===== config.mk =====
export PLATFORM = sky130hd
export DESIGN_NAME = sl_ahb_to_sram
export DESIGN_NICKNAME = d
export VERILOG_FILES = /design/src/rtl/sl_ahb_to_sram.sv
export SDC_FILE = /design/constraint.sdc
export NUM_CORES = 1
export LEC_CHECK = 0
export CAP_MARGIN = 0
export CORE_UTILIZATION = 33
export CTS_BUF_LIST = sky130_fd_sc_hd__clkbuf_2
export DETAILED_ROUTE_END_ITERATION = 8
export PLACE_DENSITY = 0.67
export SYNTH_ARGS = -nofsm -noshare
export SYNTH_HDL_FRONTEND = slang
export SYNTH_SLANG_ARGS = --single-unit

===== constraint.sdc =====
create_clock -name CLK -period 1.6 [get_ports CLK]
set_input_delay 0.16 -clock CLK [delete_from_list [all_inputs] [get_ports CLK]]
set_output_delay 0.16 -clock CLK [all_outputs]
set_load 0.005 [all_outputs]

===== src/rtl/sl_ahb_to_sram.sv =====
// AHB-Lite zero-wait-state slave feeding a single-port SRAM through a one-entry posted write buffer.
// Define SL_AHB_SRAM_ERR_EN to give misaligned/oversized transfers a two-cycle ERROR response.
module sl_ahb_to_sram #(
    parameter int AW = 16
) (
    input  logic          CLK,
    input  logic          RESET,
    input  logic          HSEL,
    input  logic [AW-1:0] HADDR,
    input  logic [1:0]    HTRANS,
    input  logic [2:0]    HSIZE,
    input  logic          HWRITE,
    input  logic [31:0]   HWDATA,
    input  logic          HREADY,
    output logic          HREADYOUT,
    output logic          HRESP,
    output logic [31:0]   HRDATA,
    output logic [AW-3:0] SRAMADDR,
    output logic [31:0]   SRAMWDATA,
    output logic [3:0]    SRAMWREN,
    output logic          SRAMCS,
    input  logic [31:0]   SRAMRDATA
);

    logic          acc_raw, acc, rd_acc, wr_acc, drain, load, hit;
    logic [3:0]    mask;

    logic          ph_valid_q, ph_valid_d;
    logic [AW-3:0] ph_addr_q, ph_addr_d;
    logic [3:0]    ph_mask_q, ph_mask_d;
    logic          rd_dphase_q, rd_dphase_d;
    logic [AW-3:0] rd_addr_q, rd_addr_d;
    logic          buf_valid_q, buf_valid_d;
    logic [AW-3:0] buf_addr_q, buf_addr_d;
    logic [3:0]    buf_mask_q, buf_mask_d;
    logic [31:0]   buf_data_q, buf_data_d;

    logic unused_htrans;
    assign unused_htrans = HTRANS[0];

    assign acc_raw = HSEL & HREADY & HTRANS[1] & ~RESET;

`ifdef SL_AHB_SRAM_ERR_EN
    typedef enum logic [1:0] {
        ST_IDLE = 2'd0,
        ST_ERR1 = 2'd1,
        ST_ERR2 = 2'd2
    } state_t;

    state_t state_q, state_d;
    logic   bad, err_acc;

    assign bad     = ((HSIZE == 3'd1) & HADDR[0]) |
                     ((HSIZE == 3'd2) & (HADDR[1:0] != 2'b00)) |
                     (HSIZE > 3'd2);
    assign err_acc = acc_raw & bad & (state_q != ST_ERR1);
    assign acc     = acc_raw & ~bad & (state_q != ST_ERR1);

    always_comb begin
        state_d   = state_q;
        HREADYOUT = 1'b1;
        HRESP     = 1'b0;
        case (state_q)
            ST_IDLE: if (err_acc) state_d = ST_ERR1;
            ST_ERR1: begin
                HREADYOUT = 1'b0;
                HRESP     = 1'b1;
                state_d   = ST_ERR2;
            end
            ST_ERR2: begin
                HRESP   = 1'b1;
                state_d = err_acc ? ST_ERR1 : ST_IDLE;
            end
            default: state_d = ST_IDLE;
        endcase
        if (RESET) begin
            HREADYOUT = 1'b1;
            HRESP     = 1'b0;
        end
    end

    always_ff @(posedge CLK) begin
        if (RESET) state_q <= ST_IDLE;
        else       state_q <= state_d;
    end
`else
    assign acc       = acc_raw;
    assign HREADYOUT = 1'b1;
    assign HRESP     = 1'b0;
`endif

    assign rd_acc = acc & ~HWRITE;
    assign wr_acc = acc & HWRITE;

    // Misaligned low bits fold onto the naturally aligned lanes; sizes above word act as word.
    always_comb begin
        case (HSIZE)
            3'd0:    mask = 4'b0001 << HADDR[1:0];
            3'd1:    mask = HADDR[1] ? 4'b1100 : 4'b0011;
            default: mask = 4'b1111;
        endcase
    end

    assign drain = buf_valid_q & ~rd_acc & ~RESET;
    assign load  = ph_valid_q & HREADY & ~RESET;

    assign SRAMCS    = rd_acc | drain;
    assign SRAMADDR  = rd_acc ? HADDR[AW-1:2] : buf_addr_q;
    assign SRAMWDATA = buf_data_q;
    assign SRAMWREN  = drain ? buf_mask_q : 4'b0000;

    // The buffer only drains on non-read cycles, so a still-valid entry may be newer than SRAM.
    assign hit = buf_valid_q & (buf_addr_q == rd_addr_q);

    always_comb begin
        HRDATA = 32'h0;
        if (rd_dphase_q & ~RESET) begin
            for (int i = 0; i < 4; i++) begin
                HRDATA[8*i +: 8] = (hit & buf_mask_q[i]) ? buf_data_q[8*i +: 8]
                                                         : SRAMRDATA[8*i +: 8];
            end
        end
    end

    always_comb begin
        ph_valid_d  = ph_valid_q;
        ph_addr_d   = ph_addr_q;
        ph_mask_d   = ph_mask_q;
        rd_dphase_d = rd_dphase_q;
        rd_addr_d   = rd_addr_q;
        buf_valid_d = buf_valid_q;
        buf_addr_d  = buf_addr_q;
        buf_mask_d  = buf_mask_q;
        buf_data_d  = buf_data_q;

        if (HREADY) begin
            ph_valid_d  = wr_acc;
            rd_dphase_d = rd_acc;
        end
        if (wr_acc) begin
            ph_addr_d = HADDR[AW-1:2];
            ph_mask_d = mask;
        end
        if (rd_acc) rd_addr_d = HADDR[AW-1:2];

        if (drain) buf_valid_d = 1'b0;
        if (load) begin
            buf_valid_d = 1'b1;
            buf_addr_d  = ph_addr_q;
            buf_mask_d  = ph_mask_q;
            buf_data_d  = HWDATA;
        end
    end

    always_ff @(posedge CLK) begin
        if (RESET) begin
            ph_valid_q  <= 1'b0;
            ph_addr_q   <= '0;
            ph_mask_q   <= 4'b0000;
            rd_dphase_q <= 1'b0;
            rd_addr_q   <= '0;
            buf_valid_q <= 1'b0;
            buf_addr_q  <= '0;
            buf_mask_q  <= 4'b0000;
            buf_data_q  <= 32'h0;
        end else begin
            ph_valid_q  <= ph_valid_d;
            ph_addr_q   <= ph_addr_d;
            ph_mask_q   <= ph_mask_d;
            rd_dphase_q <= rd_dphase_d;
            rd_addr_q   <= rd_addr_d;
            buf_valid_q <= buf_valid_d;
            buf_addr_q  <= buf_addr_d;
            buf_mask_q  <= buf_mask_d;
            buf_data_q  <= buf_data_d;
        end
    end

endmodule


---- Word level (Yosys, flattened, before mapping) ----
Cells that the tools add are included.
word-level totals
  bits in registers ....................... 85
  word-level logic and storage cells ...... 44
operators by class
  equal/unequal tests ..................... 2
  shifts and indexed selects .............. 1
  multiplexer cells ....................... 11
  bitwise operators ....................... 19
  reductions and logical operators ........ 2
operator list
  kind                 count
  $mux 32              1
  $mux 8               4
  $and 1x1->1          15
  $eq 14x14->1         1
  $mux 14              1
  $mux 4               2
  $pmux 4 s2           1
  $shl 1x2->4 const A  1
  $eq 3x1->1 const B   1
  $logic_not 3->1      1
  $not 1->1            3
  $mux 1               2
  $reduce_bool 2->1    1
  $or 1x1->1           1

---- Logic depth before layout (Yosys ltp) ----
  word-level depth ........................ 9
  depth in mapped cells ................... 6

---- Worst setup path after synthesis ----
Ideal clock, no wire load.
  kind .................................... register -> output
  start ................................... register buf_addr_q[9]
  end ..................................... output HRDATA[0]
  data arrival time ....................... 1591 ps
  slack ................................... -151 ps
  stages on the path, launching flop included .. 5
  buffers on the path ..................... 0
  cells stage by stage .................... dfxtp_1 -> xnor2_2 -> nand4_4 -> nor4_4 -> mux2i_1
on the way
  longest elaborated chain between the ends .. 5
ends and longest elaborated chain
  what                      RTL line  RTL
  start: declaration        34        logic [AW-3:0] buf_addr_q, buf_addr_d;
  start signal: assignment  173       buf_addr_q <= buf_addr_d;
  $eq 14x14->1              113       assign hit = buf_valid_q & (buf_addr_q == rd_addr_q);
  $and 1x1->1               113
  $and 1x1->1               119       HRDATA[8*i +: 8] = (hit & buf_mask_q[i]) ? buf_data_q[8*i +: 8]
  $mux 8                    119
  $mux 32                   117       if (rd_dphase_q & ~RESET) begin
  end: declaration          17        output logic [31:0] HRDATA,
No other way between the ends.

---- Worst setup path in the final report ----
  start ................................... register buf_addr_q[7]
  end ..................................... output HRDATA[8]
The elaborated chain is that of the path after synthesis.

==> flow_summary.ini <==
[logic_synthesis]
post-synth-top-count-cell = nand2_1
synth_area_um2 = 4180
synth_flop_cell = dfxtp_1
postSynthCellCount = 545
synth_fp_nets = 635
yosysTopAreaCell = dfxtp_1
synth-async-reset-ratio_pct = 0
synth-edff-count = 0
synth_cell_types = 27
ys_ff_latch = 85
synth_top_area_share_pct = 40.8
synth.yosys.seq_area_share_pct = 40.8
yosys_warnings = 0
avgSynthCellArea_um2 = 7.66
yosys-top-cells-count = 251 x nand2_1, 85 x dfxtp_1, 50 x nand3b_1
synth_area_leaders = dfxtp_1 41%, nand2_1 23%, nand3b_1 9.0%

[power]
internal-power_mw = 2.81
pwr-share-seq_pct = 56.7
ir_worst_vdd_uv = 422
p_comb_share_pct = 13.3
clock_power_share_pct = 30.0
p_per_area_nw_per_um2 = 512
p_leak_nw = 3.32
p_switching_uw = 960
power.share.switching_pct = 25.5

[route]
first_pass_iters = 4
dr_total_vias = 4616
ant_nets = 0
drc_errors = 0
drt-wirelength-per-cell_um = 14.4
drt-initial-drc-count = 262
vias_per_cell = 4.64
wirelength_um = 14300

[setup_path]
timing.critical_path.fanout_max = 5
cp-end-kind = output pin
cp-startpoint = buf_addr_q[7]
cp.depth = 9
rrSetupSlack_ns = 0.51
cp.arrival_ns = 2.46
r2r_cells = 5
cp_top_family = buffers and inverters
worstSetupStartpointType = flip-flop
slowest_stage = dfxtp_4
crit-reg2reg-launch = rd_dphase_q
cp.required_ns = 1.44
path_buf_inv = 5
endpoint = HRDATA[8]
critical_path_class = reg -> out
crit_chain = xnor2_4 > nand4_4 > buf_6 > nor4_4 > buf_12 > buf_12 > buf_6 > mux2i_1 > buf_2
r2r_end = rd_dphase_q
max_stage_delay_ns = 0.41

[grt]
overflow = 0
grt_pass1_vias = 4567
antenna_found_initial = 0
grt_pass1_wl_um = 22400
gr-usage-all-layers_pct = 21.7
grt_max_degree = 57

[die]
rows = 40
die-area_um2 = 13100
start_util_pct = 34.3
coreArea_um2 = 12200
die_y_um = 114
die_w_um = 114
num_io_pins = 175

[sta]
final_hold_viol_count = 0
setup_ws_ns = -1.02
relSlewSlack_pct = 62.9
setup_violations = 36
worst_pin_slew_ns = 0.556
fmax_mhz = 382
finalCritPeriodShare_pct = 164
rsz0062_at_grt = yes
finClkSkew_ns = 0.0192
period_needed_ns = 2.62
setup-tns-final_ns = -29.62
slew_violations = 0

[clock_tree]
clockBufferDepth = 2
cts_tree = yes
path_clk_slew_ns = 0.24
htree_num_levels = 3
insertion_delay_ns = 0.55
cts_num_sinks = 85
cts_buffers = 9
cts_root_buf = clkbuf_2

[finish]
drive_above_1_share_pct = 35.0
fill_cells = 1110
area_growth_pct = 76.2
antenna_cells = 0
utilization_pct = 60.5
layout.nets = 911
design_area_um2 = 7360

[placement]
dp_slack_ns = -0.697
hpwl_um = 9800
numPortBuffers = 171
gp_congestion = 0.783
detailed_place.area_um2 = 6580

[run_status]
outcome = finished with violations
violations = setup timing

[flow_run]
cap_violations = 0

[min_path]
hp-class = in -> reg
## worst min path at each step
stage	start	end	slack [ns]	cells after the start
2_1_floorplan	HREADY	rd_dphase_q	0.25	1
3_3_place_gp	ph_addr_q[6]	buf_addr_q[6]	0.42	2
3_5_place_dp	ph_addr_q[5]	buf_addr_q[5]	0.43	2
4_1_cts	HWDATA[29]	SRAMWDATA[29]	0.05	3
5_1_grt	HWDATA[30]	SRAMWDATA[30]	0.04	3
6_report	HWDATA[29]	SRAMWDATA[29]	0.09	3
## worst min-delay path: stages
cell,delay [ns]
clkdlybuf4s50_1,0.39
nand2_1,0.05
nand2_1,0.04
## kinds of logic (layout without fill, tap and decap cells)
logic type,after synthesis,after routing,synth area share [%]
buf+inv,38,319,3.60
compound gates,37,37,4.79
flops,85,85,40.8
mux,32,32,7.67
simple gates,337,337,38.8
xor+xnor,14,14,4.20
other cells,2,2,0.180
## metal layers
metal	wire length (µm)	track usage, %	vias up
met4	225	7.10	0
li1	-	-	2317
met1	6090	26.1	2134
met2	7080	38.7	146
met3	917	4.29	19
met5	0	0	-
## cells in the final DEF (no fill, tap or decap), types with 4 or more instances in the layout
cell	instances
nand2_1	247
buf_4	88
clkdlybuf4s50_1	83
nand3b_1	50
dfxtp_2	45
buf_2	39
buf_6	34
dfxtp_1	32
a21oi_1	31
dlygate4sd2_1	30
mux2i_1	29
clkbuf_2	17
buf_12	12
xnor2_2	9
dfxtp_4	8
nor2_1	8
xnor2_4	5
nand4_1	4
nor4_4	4
and3_4	4
a211oi_1	4
## power by group through the flow
stage | combinational, mW | sequential, mW | clock, mW
6_report | 0.501 | 2.14 | 1.13
5_1_grt | 0.534 | 2.14 | 1.27
4_1_cts | 0.498 | 2.14 | 1.17
3_5_place_dp | 0.485 | 2.19 | 0
3_3_place_gp | 0.475 | 2.19 | 0
2_1_floorplan | 0.145 | 2.19 | 0
## metrics by stage
step / std cells / total power [mW] / hold slack (ns)
floorplan: 545 / 2.34 / 0.250
global placement: 906 / 2.67 / 0.419
detailed placement: 906 / 2.68 / 0.427
CTS: 989 / 3.81 / 0.0510
global route: 994 / 3.94 / 0.0426
finish: 994 / 3.77 / 0.0923
## flip-flops by register name, summed over array words and instances (netlist names)
signal       cells
SRAMWDATA       32
buf_addr_q      14
ph_addr_q       14
rd_addr_q       14
buf_mask_q       4
ph_mask_q        4
buf_valid_q      1
ph_valid_q       1
rd_dphase_q      1
## layout make-up
type	count	area [µm²]	area share, %
timing repair buffer	302	2710	36.8
multi-input combinational	422	2530	34.4
sequential	85	1790	24.3
tap	168	210	2.86
clock inverter	6	62.6	0.850
clock buffer	10	50.0	0.680
inverter	1	3.75	0.0510
## what timing repair did
item / in CTS / in global routing
endpoints found under the setup margin: 83 / 49
pin swaps: 20 / 8
endpoints found under the hold margin: 3 / 0
resized for setup: 331 / 22
setup buffers: 65 / 9
hold buffers: 2 / 0
(Power assumes the default switching activity.)
